## src/rtl/barrel_shifter_pipe.sv

```systemverilog
// Pipelined barrel shifter with a valid/ready stream on each side.
// Stage k shifts by 2^k when the matching shamt bit is set; the last stage drives the outputs.
module barrel_shifter_pipe #(
    parameter int WIDTH = 8
) (
    input  logic                       clk,
    input  logic                       rst_n,
    input  logic                       in_valid,
    output logic                       in_ready,
    input  logic [WIDTH-1:0]           in_data,
    input  logic [$clog2(WIDTH)-1:0]   in_shamt,
    input  logic [2:0]                 in_opcode,
    output logic                       out_valid,
    input  logic                       out_ready,
    output logic [WIDTH-1:0]           out_data,
    output logic                       out_overflow
);
    localparam int SW = $clog2(WIDTH);

    // One power-of-two shift step; result MSB carries that step's overflow
    function automatic logic [WIDTH:0] stage_op(input logic [WIDTH-1:0] d,
                                                input logic [2:0] op,
                                                input int k);
        int             s;
        logic [WIDTH-1:0] r;
        logic           o;
        s = 32'd1 << k;
        r = d;
        o = 1'b0;
        case (op)
            3'b000: begin
                r = d << s;
                for (int i = 0; i < WIDTH; i++)
                    o = o | ((i >= WIDTH - 1 - s) && (d[i] != d[WIDTH-1]));
            end
            3'b001: begin
                r = d << s;
                for (int i = 0; i < WIDTH; i++)
                    o = o | ((i >= WIDTH - s) && d[i]);
            end
            3'b010:  r = (d << s) | (d >> (WIDTH - s));
            3'b100:  r = $signed(d) >>> s;
            3'b101:  r = d >> s;
            3'b110:  r = (d >> s) | (d << (WIDTH - s));
            default: r = d;
        endcase
        return {o, r};
    endfunction

    logic [WIDTH-1:0] data_r      [SW];
    logic [2:0]       op_r        [SW];
    logic [SW-1:0]    shamt_r     [SW];
    logic [SW-1:0]    ovf_r;
    logic [SW-1:0]    valid_r;
    logic [SW-1:0]    load_s;
    logic [SW-1:0]    src_valid_s;
    logic [SW-1:0]    nxt_ovf_s;
    logic [WIDTH-1:0] nxt_data_s  [SW];
    logic [2:0]       src_op_s    [SW];
    logic [SW-1:0]    src_shamt_s [SW];

    // Backward ready chain: a stage loads when empty or when its successor takes its contents
    always_comb begin : ready_chain
        logic ready_v;
        load_s  = '0;
        ready_v = out_ready;
        for (int k = SW - 1; k >= 0; k--) begin
            ready_v   = !valid_r[k] || ready_v;
            load_s[k] = ready_v;
        end
    end

    // Per-stage source selection and shift datapath
    always_comb begin : datapath
        logic [WIDTH-1:0] sd;
        logic [WIDTH:0]   res;
        logic             sovf;
        int               pk;
        src_valid_s = '0;
        nxt_ovf_s   = '0;
        for (int k = 0; k < SW; k++) begin
            pk = (k == 0) ? 0 : k - 1;
            if (k == 0) begin
                sd             = in_data;
                src_op_s[k]    = in_opcode;
                src_shamt_s[k] = in_shamt;
                sovf           = 1'b0;
                src_valid_s[k] = in_valid;
            end else begin
                sd             = data_r[pk];
                src_op_s[k]    = op_r[pk];
                src_shamt_s[k] = shamt_r[pk];
                sovf           = ovf_r[pk];
                src_valid_s[k] = valid_r[pk];
            end
            if (src_shamt_s[k][k]) begin
                res = stage_op(sd, src_op_s[k], k);
            end else begin
                res = {1'b0, sd};
            end
            nxt_data_s[k] = res[WIDTH-1:0];
            nxt_ovf_s[k]  = sovf | res[WIDTH];
        end
    end

    // Stage registers; a held stage keeps all of its fields
    always_ff @(posedge clk or negedge rst_n) begin
        if (!rst_n) begin
            valid_r <= '0;
            ovf_r   <= '0;
            for (int k = 0; k < SW; k++) begin
                data_r[k]  <= '0;
                op_r[k]    <= 3'b000;
                shamt_r[k] <= '0;
            end
        end else begin
            for (int k = 0; k < SW; k++) begin
                if (load_s[k]) begin
                    valid_r[k] <= src_valid_s[k];
                    if (src_valid_s[k]) begin
                        data_r[k]  <= nxt_data_s[k];
                        op_r[k]    <= src_op_s[k];
                        shamt_r[k] <= src_shamt_s[k];
                        ovf_r[k]   <= nxt_ovf_s[k];
                    end
                end
            end
        end
    end

    assign in_ready     = rst_n && load_s[0];
    assign out_valid    = valid_r[SW-1];
    assign out_data     = data_r[SW-1];
    assign out_overflow = ovf_r[SW-1];

endmodule

```

## config.mk

```make
export PLATFORM = sky130hd
export DESIGN_NAME = barrel_shifter_pipe
export DESIGN_NICKNAME = d
export VERILOG_FILES = /design/src/rtl/barrel_shifter_pipe.sv
export SDC_FILE = /design/constraint.sdc
export NUM_CORES = 1
export LEC_CHECK = 0
export ABC_AREA = 1
export ABC_CLOCK_PERIOD_IN_PS = 2150
export BUFFER_PORTS_ARGS = -buffer_cell sky130_fd_sc_hd__buf_4
export CORE_MARGIN = 5
export CORE_UTILIZATION = 42
export CTS_CLUSTER_DIAMETER = 200
export DETAILED_ROUTE_END_ITERATION = 6
export PLACE_DENSITY = 0.67
export SLEW_MARGIN = 20
export SYNTH_ARGS = -nofsm -noshare
export SYNTH_HDL_FRONTEND = slang
export SYNTH_SLANG_ARGS = --single-unit
```

## constraint.sdc

```tcl
create_clock -name clk -period 2.15 [get_ports clk]
set_clock_uncertainty 0.2 [all_clocks]
set_input_delay 0.1075 -clock clk [delete_from_list [all_inputs] [get_ports clk]]
set_output_delay 0.1075 -clock clk [all_outputs]
set_load 0.05 [all_outputs]
```

* Word level (Yosys, flattened, before mapping) *
Cells that the tools add are included.

word-level totals
  register bits after elaboration = 42
  input port bits = 18
  output and inout bits = 11
  logic and storage cells = 76

operators by class
  equal/unequal tests = 22
  mux-type cells = 9
  bitwise operators = 15
  reduce and logical (&&, ||, !) cells = 17

operators with widths
  cell                number
  $pmux 8 s5          2
  $pmux 8 s4          1
  $eq 3x3->1 const B  9
  $mux 9              3
  $or 1x1->1          10
  $eq 3x1->1 const B  3
  $eq 3x2->1 const B  3
  $logic_not 3->1     3
  $or 4x8->8          1
  $or 6x8->8          1
  $or 7x8->8          1
  $or 8x1->8          1
  $or 8x2->8          1
  $reduce_or 2->1     4
  $ne 1x1->1          7
  $pmux 1 s2          3
  $reduce_and 2->1    3
  $logic_not 1->1     3
  $logic_or 1x1->1    3
  $logic_and 1x1->1   1

* Depth between registers and ports, before layout *
Gate-level depths: netlist of the first run.

  word-level depth = 7
  depth in mapped cells = 8
  depth with buffers taken out = 8

* Worst setup path after synthesis of the first run *
OpenSTA, ideal clock, no wires.

  path kind = register to register
  start point = reg valid_r[2]
  end point = reg op_r[8] (netlist bit)
  setup time = 119 ps
  data arrival time = 1316 ps
  data required time = 1831 ps
  path slack = 515 ps
  stages on the path, launching flop included = 6
  path buffers = 1
  period minus slack after synthesis = 1635 ps
  cell sequence = dfrtp_1 -> nand4_2 -> nand2_4 -> inv_2 -> buf_6 -> o21a_1

between the ends
  cells in the longest elaborated chain, start to end = 5

RTL lines
  element                            line  text
  start, declared                    54    logic [SW-1:0] valid_r;
  start signal, assigned by index    119   valid_r[k] <= src_valid_s[k];
  $logic_not 1->1                    68    ready_v = !valid_r[k] || ready_v;
  $logic_or 1x1->1 (3 in a row)      68
  $reduce_and 2->1 (no source line)  n/a
  end signal, assigned by index      122   op_r[k] <= src_op_s[k];
  end, declared                      51    logic [2:0] op_r [SW];

No other way between the ends.
A chain may end at the register's enable or synchronous reset.

* Worst setup path after layout of the first run *
  start point = in in_opcode[0]
  end point = reg data_r[17] (netlist bit)

between the ends
  cells in the longest elaborated chain, start to end = 4
  elaborated cells on any way between the ends = 9
  classes of those cells = 5 x eq/ne; 2 x mux; 2 x reduce/logical

RTL lines
  element                                               line  text
  start, declared                                       12    input logic [2:0] in_opcode,
  $eq 3x1->1 / $logic_not 3->1 (equally long branches)  30    case (op)
  $reduce_or 2->1 (no source line)                      n/a
  $pmux 8 s5 (*)                                        30
  $mux 9 (*)                                            96    if (src_shamt_s[k][k]) begin
  end signal, assigned by index                         121   data_r[k] <= nxt_data_s[k];
  end, declared                                         50    logic [WIDTH-1:0] data_r [SW];

Every way passes the cells marked *; elsewhere a longest branch is shown, timed or not.

==> qor.yml, run 1 <==
clock_tree:
  clk_pin_slew_ps: 70
  cts_tree: "done"
  cts_max_path_buffers: 2
  cts_inserted_buffers: 5
  h-tree-depth: 2
  cts_sinks: 39
  cts_root_buf: "clkbuf_8"
  clk-insertion-delay-late_ps: 290
sta:
  min_period_ps: 2030
  setup_viol: 0
  fin_crit_sh_pct: 94.2
  slew_headroom_pct: 68.6
  max_freq_mhz: 494
  setup_ws_ps: 124
  finalHoldViolCount: 0
  worstMarginPinSlew_ps: 472
  setup_tns_ps: 0
  maxSlewViolCount: 0
  holdWs_ps: 17.5
  rsz0062_at_grt: "false"
global_route:
  antenna_found_initial: 0
  grt_pass1_vias: 1998
  overflow: 0
  track_usage_pct: 14.8
  grt_max_degree: 40
  grt_pass1_wl_um: 8610
final_layout:
  final_cells: 419
  post-route-cell-area_um2: 2780
  layout-drive-gt1-share_pct: 15.8
  syn2layout_area_growth_pct: 23.5
  register_area_um2: 976
  final_util_pct: 53.8
  multi_input_area_um2: 982
  num-fill-cells: 515
  diodes: 0
  fin_nets: 367
detailed_routing:
  drcViolationCount: 0
  num_vias: 2033
  first_pass_iters: 4
  detail-route-antenna-nets: 0
  wirelength_um: 4890
  via_per_inst: 4.85
  routedWlPerCell_um: 11.7
  drtIter0Drc: 125
synth:
  avgSynthCellArea_um2: 7.39
  synth_cells: 305
  post-synth-top-count-cell: "nand2_1"
  yosys-top-cells-area: "dfrtp_1 (43%), nand2_1 (10%), o21ai_0 (8.4%)"
  yosysUniqueCellTypes: 23
  netlist_top_cells_count: "nand2_1 (60), inv_1 (41), dfrtp_1 (39)"
  ys.flop_type: "dfrtp_1"
  ys_ff_latch: 39
  seq_area_frac_synth_pct: 43.3
  synth_top_area_share_pct: 43.3
  synth_fp_nets: 324
  yosysTopAreaCell: "dfrtp_1"
  synth-edff-count: 0
  yosysWarningCount: 0
  synth_area_um2: 2250
  synthArstFlopShare_pct: 100
floorplanning:
  die_w_um: 83.2
  rows: 26
  start_util_pct: 43.6
  die_h_um: 83.2
  ios: 29
  dieArea_um2: 6930
  core_um2: 5170
worst_setup_path:
  critPathKind: "in -> reg"
  critPathRequiredTime_ps: 2120
  end_kind: "flop"
  crit_arrival_ps: 2000
  crit_fanout: 14
  start_kind: "input pin"
  reg2reg_slack_ps: 220
place:
  placed_cell_area_um2: 2440
  dp.cells: 388
  pre_cts_slack_ps: 628
  dp_hpwl_um: 3500
  port-buffer-count: 28
  gp_congestion: 0.880
worst_hold_path:
  hp-class: "in -> reg"
pwr:
  power.density_nw_per_um2: 1120
  total_power_mw: 3.12
  p_leak_nw: 1.38
  ir_drop_mv: 0.441
run:
  drv_cap: 0
outcome:
  status: "finished, final reports clean"
-- area by class of cell --
cell class / instances / share of cell area, %
clock buffers: 6 / 2.97
clock inverters: 2 / 1.26
inverters: 45 / 6.07
multi-input cells: 204 / 35.3
flip-flops and latches: 39 / 35.1
well taps: 70 / 3.15
repair buffers: 53 / 16.2
-- cells by family (layout without fill, tap and decap cells) --
| group | count (synthesis) | count (layout) | synth area share, % |
|---|---|---|---|
| fa+ha+maj | 1 | 1 | 0.555 |
| flops | 39 | 39 | 43.3 |
| simple gates | 126 | 126 | 24.9 |
| buf+inv | 62 | 106 | 13.1 |
| compound gates | 77 | 77 | 18.2 |
-- worst paths after layout --
path,start,endpoint,depth (start not counted)
worst max-delay path,in_opcode[0],data_r[17]$_DFFE_PN0P_,9
worst min-delay path,in_data[6],data_r[23]$_DFFE_PN0P_,5
worst max register to register,valid_r[2]$_DFFE_PN0P_,data_r[21]$_DFFE_PN0P_,6
worst min register to register,out_data[0]$_DFFE_PN0P_,out_data[0]$_DFFE_PN0P_,2
max in group asynchronous,rst_n,ovf_r[1]$_DFFE_PN0P_,3
min in group asynchronous,rst_n,valid_r[2]$_DFFE_PN0P_,3
-- report_power, final --
part	total, mW	leakage, nW	internal (mW)	switching, mW
sequential	1.17	0.474	0.976	0.199
clock	0.620	0.0612	0.375	0.245
combinational	1.32	0.847	0.447	0.877
-- registers in the layout, summed over array words and instances, names as in the netlist --
signal	flops
data_r	8
datapath.sd	8
op_r	6
out_data	8
ovf_r	3
shamt_r	3
valid_r	3
-- per-layer routing --
metal	vias to the layer above	track usage (%)	part of all wire [%]
met3	9	4.06	4.7
li1	1073	-	-
met5	-	0	0
met4	0	5.65	1.6
met2	44	26.4	50
met1	907	16.7	44
-- placed cells by master (no fill, tap or decap), types with 2 or more instances in the layout --
cell type / count
nand2_1: 60
inv_1: 41
dfrtp_1: 39
o21ai_0: 38
buf_4: 32
nor2_1: 27
dlygate4sd3_1: 21
a21oi_1: 17
nand3_1: 14
o21ai_1: 14
nand4_1: 9
nor3_1: 7
clkbuf_8: 6
nand2_2: 5
inv_2: 4
o211ai_1: 4
nand2_4: 2
o21ai_2: 2
-- critical path, stage by stage --
cell and delay (ps):
dlygate4sd3_1 540, buf_4 150, nand2_2 120, nand2_4 70, inv_2 150, o21ai_0 130, nor2_1 100, o21ai_1 80
dlygate4sd3_1 560
-- what timing repair did --
action	4_1_cts	5_1_grt
gates resized for setup	0	0
endpoints found under the hold margin	55	0
hold buffers	21	0
setup endpoints to repair	0	5
setup buffers	0	2
(Power assumes the default switching activity.)
==> run 2, diff against run 1 <==
--- a/config.mk
+++ b/config.mk
@@ -8,11 +8,12 @@
 export ABC_AREA = 1
 export ABC_CLOCK_PERIOD_IN_PS = 2150
 export BUFFER_PORTS_ARGS = -buffer_cell sky130_fd_sc_hd__buf_4
-export CORE_MARGIN = 5
-export CORE_UTILIZATION = 42
+export CELL_PAD_IN_SITES_DETAIL_PLACEMENT = 1
+export CELL_PAD_IN_SITES_GLOBAL_PLACEMENT = 1
+export CORE_UTILIZATION = 26
 export CTS_CLUSTER_DIAMETER = 200
 export DETAILED_ROUTE_END_ITERATION = 6
-export PLACE_DENSITY = 0.67
+export PLACE_DENSITY = 0.6
 export SLEW_MARGIN = 20
 export SYNTH_ARGS = -nofsm -noshare
 export SYNTH_HDL_FRONTEND = slang
==> qor.yml, run 2 (synthesis results as in run 1) <==
outcome:
  status: "finished, final reports clean"  # unchanged
final_layout:
  final_cell_mix: "nand2_1 (60), inv_1 (41), dfrtp_1 (39), o21ai_0 (38), buf_4 (32)"  # unchanged
  syn2layout_area_growth_pct: 25.4  # was 23.5%
  final_common_cell: "nand2_1"  # unchanged
  final_cells: 453  # was 419
  fin_nets: 366  # was 367
  layout-drive-gt1-share_pct: 15.8  # about the same
  final_util_pct: 34.0  # was 53.8%
  diodes: 0  # unchanged
sta:
  slew_headroom_pct: 71.5  # was 68.6%
  min_period_ps: 2020  # was 2030 ps
  finalHoldViolCount: 0  # unchanged
  maxSlewViolCount: 0  # unchanged
  rsz0062_at_grt: "false"  # unchanged
  max_freq_mhz: 494  # about the same
  worstMarginPinSlew_ps: 427  # was 472 ps
  setup_ws_ps: 127  # was 124 ps
  setup_viol: 0  # unchanged
  fin_crit_sh_pct: 94.1  # was 94.2%
  setup_tns_ps: 0  # unchanged
floorplanning:
  die_h_um: 95.1  # was 83.2 µm
  die_w_um: 95.1  # was 83.2 µm
  start_util_pct: 27.2  # was 43.6%
  core_um2: 8300  # was 5170 µm²
  dieArea_um2: 9040  # was 6930 µm²
  rows: 33  # was 26
  ios: 29  # unchanged
place:
  gp_congestion: 0.851  # was 0.880
  dp.cells: 424  # was 388
  pre_cts_slack_ps: 578  # was 628 ps
  port-buffer-count: 28  # unchanged
  dp_hpwl_um: 4680  # was 3500 µm
detailed_routing:
  drtIter0Drc: 47  # was 125
  drcViolationCount: 0  # unchanged
  routedWlPerCell_um: 13.4  # was 11.7 µm
  first_pass_iters: 4  # unchanged
  via_per_inst: 4.66  # was 4.85
  detail-route-antenna-nets: 0  # unchanged
  num_vias: 2113  # was 2,033
  wirelength_um: 6060  # was 4890 µm
worst_setup_path:
  crit_arrival_ps: 2000  # about the same
  reg2reg_slack_ps: 220  # about the same
  crit_fanout: 14  # unchanged
  start_kind: "input pin"  # unchanged
  crit_path_top_delay_cell: "dlygate4sd3_1"  # unchanged
  end_kind: "flop"  # unchanged
  path_cells: "dlygate4sd3_1 -> buf_4 -> nand2_2 -> nand2_4 -> inv_2 -> o21ai_0 -> nor2_1 -> o21ai_1 -> dlygate4sd3_1"  # unchanged
  path_common_cell: "dlygate4sd3_1"  # unchanged
  slowest_delay_ps: 550  # was 560 ps
  r2r_cells: 6  # unchanged
  critPathRequiredTime_ps: 2120  # about the same
  critPathKind: "in -> reg"  # unchanged
clock_tree:
  clk-insertion-delay-late_ps: 290  # about the same
  clk_pin_slew_ps: 80  # was 70 ps
  cts_max_path_buffers: 2  # unchanged
  h-tree-depth: 2  # unchanged
  cts_root_buf: "clkbuf_8"  # unchanged
  cts_tree: "done"  # unchanged
  cts_inserted_buffers: 5  # unchanged
  cts_sinks: 39  # unchanged
global_route:
  grt_max_degree: 23  # was 40
  antenna_found_initial: 0  # unchanged
  track_usage_pct: 14.8  # about the same
  grt_pass1_vias: 2102  # was 1,998
  overflow: 0  # unchanged
  grt_pass1_wl_um: 10300  # was 8610 µm
pwr:
  power.density_nw_per_um2: 1130  # was 1120 nW/µm²
  ir_drop_mv: 0.230  # was 0.441 mV
  p_leak_nw: 1.38  # about the same
run:
  drv_cap: 0  # unchanged
worst_hold_path:
  hp-class: "in -> async"  # was in -> reg
## run 2: path summary, 6_finish.rpt
| kind | start | endpoint |
|---|---|---|
| setup / recovery | in_opcode[1] | data_r[18]$_DFFE_PN0P_ |
| hold / removal | rst_n | out_data[0]$_DFFE_PN0P_ |
| setup reg to reg | valid_r[2]$_DFFE_PN0P_ | data_r[17]$_DFFE_PN0P_ |
| hold reg to reg | out_data[0]$_DFFE_PN0P_ | out_data[0]$_DFFE_PN0P_ |
| max in group asynchronous | rst_n | data_r[23]$_DFFE_PN0P_ |
| min in group clk | in_opcode[0] | op_r[6]$_DFFE_PN0P_ |
## run 2: per-stage QoR
| stage | hold WS, ps | cell area [µm²] | power (mW) |
|---|---|---|---|
| 5_1_grt | 24.5 | 2830 | 3.47 |
| 3_5_place_dp | -190 | 2490 | 2.55 |
| 3_3_place_gp | -194 | 2490 | 2.52 |
| 2_1_floorplan | -388 | 2250 | 2.21 |
| 6_report | 18.7 | 2830 | 3.21 |
| 4_1_cts | 10.4 | 2810 | 3.25 |
## run 2: power by group
group	leakage [nW]	switching, mW	internal (mW)	total (mW)
clock network	0.0612	0.264	0.376	0.640
registers	0.474	0.219	0.975	1.19
logic	0.841	0.919	0.453	1.37
total	1.38	1.40	1.80	3.21
## run 2: final cells by class
cell class / instances / area [µm²]
clock inverter: 2 / 35.0
tap: 105 / 131
timing repair buffer: 52 / 440
fill: 1017 / 5470
sequential: 39 / 976
multi-input combinational: 204 / 991
inverter: 45 / 169
clock buffer: 6 / 82.6
## run 2: per-layer routing
layer / GRT usage (%) / wire length, µm
met3: 2.63 / 123
met5: 0 / 0
met1: 18.2 / 2820
met4: 4.55 / 40
met2: 26.3 / 3080
## run 2: timing repair
| item | 4_1_cts | 5_1_grt |
|---|---|---|
| setup buffers | 0 | 1 |
| setup endpoints to repair | 0 | 5 |
| resized for setup | 0 | 1 |
| endpoints found under the hold margin | 54 | 0 |
| hold buffers | 20 | 0 |
## run 2: worst max-delay path: cells and delay by family
family | cells | cell delay (ps)
buf+inv | 4 | 1390
compound gates | 2 | 190
simple gates | 3 | 310
==> run 3, diff against run 2 <==
--- a/config.mk
+++ b/config.mk
@@ -10,10 +10,10 @@
 export BUFFER_PORTS_ARGS = -buffer_cell sky130_fd_sc_hd__buf_4
 export CELL_PAD_IN_SITES_DETAIL_PLACEMENT = 1
 export CELL_PAD_IN_SITES_GLOBAL_PLACEMENT = 1
-export CORE_UTILIZATION = 26
+export CORE_UTILIZATION = 45
 export CTS_CLUSTER_DIAMETER = 200
 export DETAILED_ROUTE_END_ITERATION = 6
-export PLACE_DENSITY = 0.6
+export PLACE_DENSITY = 0.9
 export SLEW_MARGIN = 20
 export SYNTH_ARGS = -nofsm -noshare
 export SYNTH_HDL_FRONTEND = slang
==> qor.yml, run 3 (synthesis results as in run 1) <==
clock_tree:
  cts_tree: "done"  # unchanged
  cts.repair.resized: 0  # unchanged
  cts_max_path_buffers: 2  # unchanged
  clk_pin_slew_ps: 70  # was 80 ps
  cts_sinks: 39  # unchanged
  clk-insertion-delay-late_ps: 290  # about the same
  cts_inserted_buffers: 5  # unchanged
  cts_root_buf: "clkbuf_8"  # unchanged
  h-tree-depth: 2  # unchanged
sta:
  min_period_ps: 2030  # was 2020 ps
  slew_headroom_pct: 67.6  # was 71.5%
  setup_ws_ps: 125  # was 127 ps
  setup_viol: 0  # unchanged
  holdWs_ps: 12.9  # was 18.7 ps
  finalHoldViolCount: 0  # unchanged
  max_freq_mhz: 494  # about the same
  worstMarginPinSlew_ps: 486  # was 427 ps
  setup_tns_ps: 0  # unchanged
  rsz0062_at_grt: "false"  # unchanged
  fin_crit_sh_pct: 94.2  # was 94.1%
  maxSlewViolCount: 0  # unchanged
place:
  dp.cells: 386  # was 424
  gp_congestion: 0.892  # was 0.851
  pre_cts_slack_ps: 451  # was 578 ps
  port-buffer-count: 28  # unchanged
  dp_hpwl_um: 4340  # was 4680 µm
  placed_cell_area_um2: 2440  # was 2490 µm²
worst_setup_path:
  end_kind: "flop"  # unchanged
  r2r_cells: 6  # unchanged
  worstReg2RegEnd: "data_r[19]$_DFFE_PN0P_"  # was data_r[17]$_DFFE_PN0P_
  critPathKind: "in -> reg"  # unchanged
  crit_arrival_ps: 2000  # about the same
  reg2reg_slack_ps: 200  # was 220 ps
  crit_fanout: 14  # unchanged
  start_kind: "input pin"  # unchanged
  critPathRequiredTime_ps: 2120  # about the same
  r2r_start: "valid_r[2]$_DFFE_PN0P_"  # unchanged
detailed_routing:
  drcViolationCount: 0  # unchanged
  num_vias: 2169  # was 2,113
  wl_met1_um: 2490  # was 2820 µm
  top_layer: "met4"  # unchanged
  wl_met2_um: 3000  # was 3080 µm
  drtIter0Drc: 110  # was 47
  via_per_inst: 5.28  # was 4.66
  first_pass_iters: 4  # unchanged
  routedWlPerCell_um: 14.2  # was 13.4 µm
  wirelength_um: 5830  # was 6060 µm
  wl_met3_um: 133  # was 123 µm
  detail-route-antenna-nets: 0  # unchanged
pwr:
  ir_drop_mv: 0.416  # was 0.230 mV
  power.density_nw_per_um2: 1130  # about the same
  total_power_mw: 3.05  # was 3.21 mW
  p_leak_nw: 1.35  # was 1.38 nW
floorplanning:
  die_w_um: 72.8  # was 95.1 µm
  core_um2: 4790  # was 8300 µm²
  rows: 25  # was 33
  dieArea_um2: 5290  # was 9040 µm²
  die_h_um: 72.8  # was 95.1 µm
  ios: 29  # unchanged
  start_util_pct: 47.1  # was 27.2%
global_route:
  grt_pass1_wl_um: 10200  # was 10,300 µm
  track_usage_pct: 25.0  # was 14.8%
  overflow: 0  # unchanged
  grt_max_degree: 40  # was 23
  antenna_found_initial: 0  # unchanged
  grt_pass1_vias: 2281  # was 2,102
worst_hold_path:
  whs_endpoint: "data_r[23]$_DFFE_PN0P_"
  hp-start: "in_data[7]"
  whs_path_depth: 5
  hp-class: "in -> reg"  # was in -> async
final_layout:
  num-fill-cells: 619  # was 1,017
  final_cell_mix: "nand2_1 (60), inv_1 (41), dfrtp_1 (39), o21ai_0 (38), buf_4 (32)"  # unchanged
  syn2layout_area_growth_pct: 20.2  # was 25.4%
  fin_nets: 363  # was 366
  final_cells: 411  # was 453
  layout-drive-gt1-share_pct: 15.7  # was 15.8%
  post-route-cell-area_um2: 2710  # was 2830 µm²
  final_common_cell: "nand2_1"  # unchanged
  diodes: 0  # unchanged
  final_util_pct: 56.6  # was 34.0%
outcome:
  status: "finished, final reports clean"  # unchanged
run:
  drv_cap: 0  # unchanged
## run 3: cell count changes in the layout (fill, tap and decap cells not counted)
cell	previous run	this run
bufinv_16	1	0
dlygate4sd3_1	20	17
nand4_2	0	1
nand4_4	1	0
## run 3: worst max-delay path by stage
stage | slack [ps] | cells past startpoint | to | startpoint
floorplan | 520 | 5 | op_r[8]$_DFFE_PN0P_ | valid_r[2]$_DFFE_PN0P_
global placement | 530 | 4 | out_data[7]$_DFFE_PN0P_ | op_r[4]$_DFFE_PN0P_
detailed placement | 450 | 4 | out_data[7]$_DFFE_PN0P_ | op_r[4]$_DFFE_PN0P_
CTS | 30 | 9 | data_r[16]$_DFFE_PN0P_ | out_ready
global route | 3 | 9 | data_r[16]$_DFFE_PN0P_ | out_ready
finish | 120 | 9 | data_r[19]$_DFFE_PN0P_ | in_opcode[1]
## run 3: report_power, final
group,switching (mW),internal (mW),leakage (nW)
registers,0.214,0.976,0.474
clock network,0.246,0.252,0.0470
logic,0.919,0.442,0.829
total,1.38,1.67,1.35
## run 3: layer usage
| layer | track usage (%) | vias up |
|---|---|---|
| li1 | - | 1061 |
| met1 | 28.1 | 1034 |
| met2 | 46.2 | 52 |
| met3 | 3.18 | 22 |
| met4 | 12.4 | 0 |
| met5 | 0 | - |
## run 3: critical path: stages
cell,delay (ps)
dlygate4sd3_1,530
buf_4,150
nand2_2,120
nand2_4,80
inv_2,160
o21ai_0,110
nor2_1,100
o21ai_1,80
dlygate4sd3_1,560
## run 3: repair_timing
item / CTS / global route
hold buffers: 17 / 0
endpoints found under the setup margin: 0 / 2
hold endpoints to repair: 54 / 0
buffers inserted: 0 / 1
## run 3: final cells by class
cell class                      count  area [µm²]  share of cell area (%)
Tap cell                           67        83.8                    3.09
Sequential cell                    39         976                    36.0
Inverter                           45         169                    6.24
Timing Repair Buffer               49         410                    15.2
Clock buffer                        6        82.6                    3.05
Clock inverter                      1        5.00                   0.185
Multi-Input combinational cell    204         982                    36.3
